==> src/rtl/fetch_stage_pkg.sv <==
// Shared fetch-stage definitions: FSM state encoding, reset/NOP constants and HALT decode.
package fetch_stage_pkg;

  localparam logic [15:0] RESET_PC_DEF  = 16'h0000;
  localparam logic [15:0] NOP_INSTR_DEF = 16'h0800;
  localparam logic [4:0]  HALT_OPCODE   = 5'b00000;

  typedef enum logic [1:0] {
    ST_FETCH  = 2'd0,
    ST_WAIT   = 2'd1,
    ST_SQUASH = 2'd2,
    ST_HALTED = 2'd3
  } fetch_state_e;

  function automatic logic is_halt(input logic [15:0] instr);
    return instr[15:11] == HALT_OPCODE;
  endfunction

endpackage

==> src/rtl/fetch_stage_buf.sv <==
// One-entry IF holding buffer: flush beats load, and load beats consume.
module fetch_buf (
  input  logic        clk,
  input  logic        rst_n,
  input  logic        load_i,
  input  logic        consume_i,
  input  logic        flush_i,
  input  logic [15:0] instr_i,
  input  logic [15:0] seq_pc_i,
  output logic        valid_o,
  output logic [15:0] instr_o,
  output logic [15:0] seq_pc_o
);

  logic        valid_q;
  logic [15:0] instr_q;
  logic [15:0] seq_pc_q;

  // NOTE: sequential state uses non-blocking assignments so every flop samples pre-edge values.
  always_ff @(posedge clk or negedge rst_n) begin
    if (!rst_n) begin
      valid_q  <= 1'b0;
      instr_q  <= '0;
      seq_pc_q <= '0;
    end else if (flush_i) begin
      valid_q <= 1'b0;
    end else if (load_i) begin
      valid_q  <= 1'b1;
      instr_q  <= instr_i;
      seq_pc_q <= seq_pc_i;
    end else if (consume_i) begin
      valid_q <= 1'b0;
    end
  end

  assign valid_o  = valid_q;
  assign instr_o  = instr_q;
  assign seq_pc_o = seq_pc_q;

endmodule

==> src/rtl/fetch_stage.sv <==
// Instruction fetch: PC, request FSM (FETCH/WAIT/SQUASH/HALTED) and the IF/ID holding buffer.
module fetch_stage
  import fetch_stage_pkg::*;
#(
  parameter logic [15:0] RESET_PC  = RESET_PC_DEF,
  parameter logic [15:0] NOP_INSTR = NOP_INSTR_DEF
) (
  input  logic        clk,
  input  logic        rst,
  input  logic        stall_i,
  input  logic        redirect_i,
  input  logic [15:0] redirect_pc_i,
  output logic        imem_req_o,
  output logic [15:0] imem_addr_o,
  input  logic [15:0] imem_data_i,
  input  logic        imem_done_i,
  output logic [15:0] instruc_o,
  output logic [15:0] seq_PC_o,
  output logic        valid_o
);

  fetch_state_e state_q, state_d;
  logic [15:0]  pc_q, pc_d;
  logic [15:0]  addr_q, addr_d;
  logic [15:0]  pc_plus2;
  logic         buf_valid;
  logic [15:0]  buf_instr;
  logic         consume, can_accept, halt_consume, req, load;

  assign consume      = buf_valid && !stall_i;
  assign can_accept   = !buf_valid || consume;
  assign halt_consume = consume && is_halt(buf_instr);
  assign pc_plus2     = pc_q + 16'd2;

  // NOTE: every always_comb output gets a default first, so no path can infer a latch.
  always_comb begin
    state_d = state_q;
    pc_d    = pc_q;
    addr_d  = addr_q;
    req     = 1'b0;
    load    = 1'b0;
    unique case (state_q)
      ST_FETCH: begin
        req = can_accept && !halt_consume;
        if (req && imem_done_i) begin
          load = 1'b1;
          pc_d = pc_plus2;
        end else if (req) begin
          addr_d  = pc_q;
          state_d = ST_WAIT;
        end else if (halt_consume) begin
          state_d = ST_HALTED;
        end
      end
      ST_WAIT: begin
        req = 1'b1;
        if (imem_done_i) begin
          load    = 1'b1;
          pc_d    = pc_plus2;
          state_d = ST_FETCH;
        end
      end
      ST_SQUASH: begin
        req = 1'b1;
        if (imem_done_i) state_d = ST_FETCH;
      end
      ST_HALTED: ;
      default: state_d = ST_FETCH;
    endcase

    // A redirect overrides everything; an access still in flight must drain in SQUASH.
    if (redirect_i) begin
      load    = 1'b0;
      pc_d    = redirect_pc_i;
      state_d = (req && !imem_done_i) ? ST_SQUASH : ST_FETCH;
    end
  end

  always_ff @(posedge clk or negedge rst) begin
    if (!rst) begin
      state_q <= ST_FETCH;
      pc_q    <= RESET_PC;
      addr_q  <= RESET_PC;
    end else begin
      state_q <= state_d;
      pc_q    <= pc_d;
      addr_q  <= addr_d;
    end
  end

  // The request is gated by rst so it drops the moment reset asserts, not at the next edge.
  assign imem_req_o  = rst && req;
  assign imem_addr_o = (state_q == ST_WAIT || state_q == ST_SQUASH) ? addr_q : pc_q;
  assign instruc_o   = buf_valid ? buf_instr : NOP_INSTR;
  assign valid_o     = buf_valid;

  fetch_buf u_buf (
    .clk       (clk),
    .rst_n     (rst),
    .load_i    (load),
    .consume_i (consume),
    .flush_i   (redirect_i),
    .instr_i   (imem_data_i),
    .seq_pc_i  (pc_plus2),
    .valid_o   (buf_valid),
    .instr_o   (buf_instr),
    .seq_pc_o  (seq_PC_o)
  );

endmodule

==> config.mk <==
export PLATFORM = sky130hd
export DESIGN_NAME = fetch_stage
export DESIGN_NICKNAME = d
export VERILOG_FILES = /design/src/rtl/fetch_stage_pkg.sv /design/src/rtl/fetch_stage_buf.sv /design/src/rtl/fetch_stage.sv
export SDC_FILE = /design/constraint.sdc
export NUM_CORES = 1
export LEC_CHECK = 0
export CORE_MARGIN = 2
export CORE_UTILIZATION = 50
export DETAILED_ROUTE_END_ITERATION = 8
export HOLD_SLACK_MARGIN = 0.08
export PLACE_DENSITY = 0.76
export SYNTH_ARGS = -nofsm -noshare
export SYNTH_HDL_FRONTEND = slang
export SYNTH_SLANG_ARGS = --single-unit
==> constraint.sdc <==
create_clock -name clk -period 2.5 [get_ports clk]
set_input_delay 0.625 -clock clk [delete_from_list [all_inputs] [get_ports clk]]
set_output_delay 0.625 -clock clk [all_outputs]
set_load 0.005 [all_outputs]
==> impl_metrics.env <==
export IMPL_synth_main_ff_cell="dfrtp_1"
export IMPL_final_nets=456
export IMPL_peakVddDrop_uv=550
export IMPL_use_met2_pct=34.8
export IMPL_fin_skew_ns=0.00533
export IMPL_portBuffers=86
export IMPL_final_util_pct=69.1
export IMPL_syn_nets=356
export IMPL_grtUsageTotal_pct=21.8
export IMPL_setup_viol=0
export IMPL_io_pins=87
export IMPL_fin_area_mm2=0.00501
export IMPL_maxCapViolations=0
export IMPL_slew_headroom_pct=42.6
export IMPL_clk_pin_slew_worst_paths_ns=0.07
export IMPL_synth_edf_count=0
export IMPL_grt_max_degree=68
export IMPL_grt_overflow=0
export IMPL_status="finished clean"
export IMPL_dieArea_mm2=0.00818
export IMPL_worstPathArrival_ns=1.85
export IMPL_final_cell_mix="clkdlybuf4s50_1, dfrtp_1, mux2_2, nand3_1, buf_4"
export IMPL_syn_inst=315
export IMPL_clock_sinks=67
export IMPL_max_clock_path_buffers=2
export IMPL_final_fill_count=570
export IMPL_worst_path_max_fanout=3
export IMPL_worst_pin_slew_ns=0.861
export IMPL_vias_per_cell=5.53
export IMPL_gr_usage_met1_pct=29.8
export IMPL_hold_ws_ns=0.498
export IMPL_layout_commonest_cell="clkdlybuf4s50_1"
export IMPL_required_ns=1.88
export IMPL_cts_made_buffers=9
export IMPL_postSynth_asyncResetShare_pct=100
export IMPL_hp_class="input port to asynchronous set/reset pin"
export IMPL_fp_dieH_um=90.5
export IMPL_wl_um=8740
export IMPL_grt_busiest_layer="met2"
export IMPL_timing_fmax_mhz=405
export IMPL_tns_ns=0
export IMPL_fp_row_count=31
export IMPL_avgRoutedWirePerCell_um=16.8
export IMPL_synth_warnings=0
export IMPL_use_met3_pct=3.76
export IMPL_setup_ws_ns=0.0288
export IMPL_crit_path_end_kind="primary output"
export IMPL_dr_pass1_iters=4
export IMPL_clkLatencyLatePin_ns=0.35
export IMPL_ant_nets=0
export IMPL_report_final_slew_viol_count=0
export IMPL_min_period_ns=2.47
export IMPL_seq_area_mm2=0.00168
export IMPL_htree_num_levels=3
export IMPL_drive_above_1_share_pct=31.0
export IMPL_power_leakage_nw=2.07
export IMPL_netlist_area_mm2=0.00374
export IMPL_grt_pass1_vias=2917
export IMPL_ys_types=44
export IMPL_vias=2869
export IMPL_grt_first_pass_wirelength_um=14500
export IMPL_tritoncts="done"
export IMPL_fin_crit_sh_pct=98.8
export IMPL_p_per_area_mw_per_mm2=1160
export IMPL_root_buffer="clkbuf_8"
export IMPL_preCtsSetupSlack_ns=-0.237
export IMPL_place_inst=495
export IMPL_start_kind="flip-flop"
export IMPL_multi_input_area_mm2=0.00191
export IMPL_dp_hpwl_um=5840
export IMPL_design_power_total_mw=5.80
export IMPL_synth_area_per_cell_um2=11.9
export IMPL_grt_setup_unrepaired="true"
export IMPL_postPlaceCellArea_mm2=0.00478
export IMPL_diodes=0
export IMPL_hold_viol=0
export IMPL_setup_worst_path_class="flip-flop to primary output"
export IMPL_ys_ff_latch=67
export IMPL_antenna_found_initial=0
export IMPL_drt_iter0_drc=134
export IMPL_core_area_mm2=0.00725
export IMPL_die_x_um=90.5
export IMPL_syn2layout_area_growth_pct=34.0
export IMPL_drc=0
export IMPL_finalNonFillerCells=519
export IMPL_seq_area_frac_synth_pct=44.8
export IMPL_initial_core_util_pct=51.5
export IMPL_place_congestion=0.770
timing repair:
action                                  CTS  global route
hold buffers                              0             0
setup buffers                             5             3
endpoints found under the setup margin   17            12
gates resized for setup                  36            12
cloned                                    0             0
endpoints found under the hold margin     0             0
pin swaps                                 3             5
layout make-up:
class | count | share of cell area, %
clock buffers | 11 | 2.82
clock inverters | 5 | 1.05
inverters | 5 | 0.375
multi-input cells | 217 | 38.0
flip-flops and latches | 67 | 33.5
well taps | 99 | 2.47
repair buffers | 115 | 21.8
final timing paths:
path,startpoint,slack (ns),depth (start not counted),end
max in group asynchronous,rst,1.45,2,pc_q[4]
hold / removal,rst,0.50,2,state_q[1]
setup / recovery,u_buf.instr_o[14],0.03,5,imem_req_o
setup reg to reg,u_buf.instr_o[14],0.30,6,u_buf.seq_pc_o[4]
min in group clk,u_buf.instr_o[7],0.50,1,u_buf.instr_o[7]
hold reg to reg,u_buf.instr_o[7],0.50,1,u_buf.instr_o[7]
routing by layer:
layer,routed length [µm],vias up
li1,-,1349
met4,159,0
met1,4050,1420
met5,0,-
met2,4210,84
met3,323,16
cells by family after synthesis:
family                     share of synthesized area, %
and+or+nand+nor                                    14.7
DFF                                                44.8
muxes                                              20.8
AOI/OAI and AO/OA                                  10.4
buffers and inverters                              4.82
xor gates and xnor gates                           3.05
adders and majority gates                          1.34
cells in the mapped netlist, drive strengths merged (3+ instances only):
cell type  number  area [µm²]
and4            4        35.0
nor3b           3        22.5
nand2           7        28.8
nand3          25         125
dfrtp          67        1680
clkbuf         15        56.3
inv             5        18.8
a22oi          10        75.1
a2111o         11         124
nor2            5        18.8
buf            11         105
mux2           65         769
ha              4        50.1
a311oi          3        26.3
and2           16         100
nor2b          14        95.1
nand4           6        37.5
nand2b          5        31.3
xor2            3        26.3
xnor2          10        87.6
o211ai          3        22.5
where the power goes:
group | switching [mW] | total (mW) | internal [mW]
logic | 1.10 | 2.97 | 1.87
clock network | 0.427 | 0.910 | 0.483
registers | 0.353 | 1.92 | 1.57
total | 1.88 | 5.80 | 3.92
sequential cells by signal (all words and copies together) (netlist names):
signal          flops
addr_q             16
pc_q               16
u_buf.instr_o      16
u_buf.seq_pc_o     16
state_q             2
u_buf.valid_o       1
worst max-delay path, cell delays in order, from the launching register on:
cell	delay, ns
dfrtp_1	0.40
or4_4	0.57
o21a_4	0.25
o21bai_4	0.11
nor2_1	0.06
buf_2	0.12
(Power assumes the default switching activity.)
==> edit: new RTL, same flow settings <==
Make the reset (`rst` and `rst_n`) synchronous in 2 clocked blocks.
--- a/src/rtl/fetch_stage_buf.sv
+++ b/src/rtl/fetch_stage_buf.sv
@@ -18,5 +18,5 @@
 
   // NOTE: sequential state uses non-blocking assignments so every flop samples pre-edge values.
-  always_ff @(posedge clk or negedge rst_n) begin
+  always_ff @(posedge clk) begin
     if (!rst_n) begin
       valid_q  <= 1'b0;
--- a/src/rtl/fetch_stage.sv
+++ b/src/rtl/fetch_stage.sv
@@ -77,5 +77,5 @@
   end
 
-  always_ff @(posedge clk or negedge rst) begin
+  always_ff @(posedge clk) begin
     if (!rst) begin
       state_q <= ST_FETCH;
Function: differs if rst is asserted again (counterexample within 4 cycles, from zero or initial values and one cycle with rst low); with rst held inactive, the same outputs for 4 cycles.
==> edit against the original RTL <==
- sequential share of layout area is 5.5 points lower
- setup slack better by 0.045 ns
- final cell count is 14% higher
- global-route usage is 3.6 points higher
- synthesized area is 5.5% lower
- sequential cell count stayed put
- routed wire length is 8.6% higher
- critical path depth stayed put
- cell area is 4.1% lower
- critical path type unchanged
- core utilization is 1.3 points higher
Power is not compared: it rests on default switching activity, and its combinational part moved more than twofold at a synthesized area within 25%.
==> edit: results (changes against the original RTL) <==
stage	metric	value	unit	change
logic_synthesis	post_synthesis_compound_gate_area_fraction	22.0	%	+12 points
cells_and_area	post_route_cells_drive_above_1_share	17.1	%	-14 points
cells_and_area	final_core_util	70.3	%	+1.3 points
logic_synthesis	synth_adder_area_share	1.42	%	+0.078 points
placement	detailedPlacementHpwl	6.60	mm	+13%
detailed_routing	wl_met1	4.13	mm	+1.9%
logic_synthesis	post_synth_xor_area_fraction	3.22	%	+0.18 points
placement	placedInstanceArea	0.00458	mm²	-4.1%
clocking	number_of_post_cts_setup_repair_buffers	0		-5
status	status	finished, final reports clean		
timing	max_freq	412	MHz	+1.9%
timing	hold-worst-slack	0.463	ns	-0.0353 ns
setup_path	worstReg2RegStart	pc_q[1]$_SDFFE_PN0P_		
logic_synthesis	synth_mux_area_share	9.25	%	-12 points
global_routing	wire_length_of_the_first_global_routing_pass	15.3	mm	+5.7%
logic_synthesis	ys_top_cells_by_count	sky130_fd_sc_hd__dfxtp_1 (67), sky130_fd_sc_hd__o21ai_0 (43), sky130_fd_sc_hd__a21oi_1 (31)		
setup_path	cp-startpoint	state_q[1]$_SDFFE_PN0P_		
worst_hold_path	hold_path_class	reg2reg		
detailed_routing	wl_met2	4.62	mm	+10%
timing	tightestPinTransition	0.470	ns	-0.390 ns
global_routing	first_global_vias	3186		+9.2%
setup_path	reg2regPathDepth	5		-1
detailed_routing	dr_wl_met3	535	µm	+66%
logic_synthesis	yosys_most_used_dff	sky130_fd_sc_hd__dfxtp_1		
cells_and_area	num-nets-final	534		+17%
detailed_routing	vias	3427		+19%
logic_synthesis	synth_fp_nets	445		+25%
timing	fin_skew	0.00546	ns	+0.000123 ns
detailed_routing	postRouteWirelength	9.50	mm	+8.6%
logic_synthesis	post_synth_main_area_contributors	sky130_fd_sc_hd__dfxtp_1 (38%), sky130_fd_sc_hd__o21ai_0 (6.1%), sky130_fd_sc_hd__mux2i_1 (5.1%)		
global_routing	grt_max_degree	44		-35%
placement	placed_cells_incl_taps	577		+17%
setup_path	reg2reg_setup_slack	0.43	ns	+0.13 ns
cells_and_area	stdcell_count	594		+14%
logic_synthesis	synth-seq-area-share	38.0	%	-6.9 points
placement	gp_congestion	0.935		+22%
logic_synthesis	async_flop_share	0	%	-100 points
logic_synthesis	postSynthCellCount	404		+28%
setup_path	critical_path_peak_fanout	10		+7
detailed_routing	first_iter_violations	144		+7.5%
-- edit: where the power goes --
part           leakage (µW)  switching, µW  internal [µW]
sequential         0.000550           72.2           1150
clock             0.0000991            422            483
combinational       0.00115            312            368
total               0.00180            806           2000
-- edit: cells by family after synthesis --
kind of cell / after synthesis
AOI/OAI and AO/OA: 120
adders and majority gates: 4
buffers and inverters: 47
DFF: 67
and+or+nand+nor: 122
xor gates and xnor gates: 13
muxes: 31
-- edit: what timing repair did --
item	in CTS	in global routing
cloned	1	0
hold endpoints to repair	0	0
setup endpoints to repair	17	2
hold buffers	0	0
resized for setup	25	2
-- edit: area by class of cell --
| cell class | instances | share of cell area, % |
|---|---|---|
| well taps | 96 | 2.50 |
| flip-flops and latches | 67 | 28.0 |
| repair buffers | 116 | 23.8 |
| clock buffers | 11 | 2.94 |
| inverters | 9 | 0.703 |
| multi-input cells | 290 | 41.0 |
| clock inverters | 5 | 1.09 |
-- edit: final timing paths --
| kind | end |
|---|---|
| setup / recovery | imem_addr_o[14] |
| hold / removal | u_buf.instr_o[0]$_SDFFE_PN0P_ |
| setup reg to reg | pc_q[13]$_SDFFE_PN0P_ |
| hold reg to reg | u_buf.instr_o[0]$_SDFFE_PN0P_ |
-- edit: worst max-delay path: stages, from the launching register on --
cell                            delay [ns]
sky130_fd_sc_hd__dfxtp_2              0.34
sky130_fd_sc_hd__inv_2                0.05
sky130_fd_sc_hd__ha_4                 0.31
sky130_fd_sc_hd__buf_12               0.14
sky130_fd_sc_hd__mux2_2               0.35
sky130_fd_sc_hd__dlygate4sd2_1        0.26
-- edit: per-layer routing --
layer	vias to the layer above	global-route usage [%]
met5	-	0
met3	22	3.77
met4	0	11.2
met1	1617	31.7
met2	130	43.7
li1	1658	-
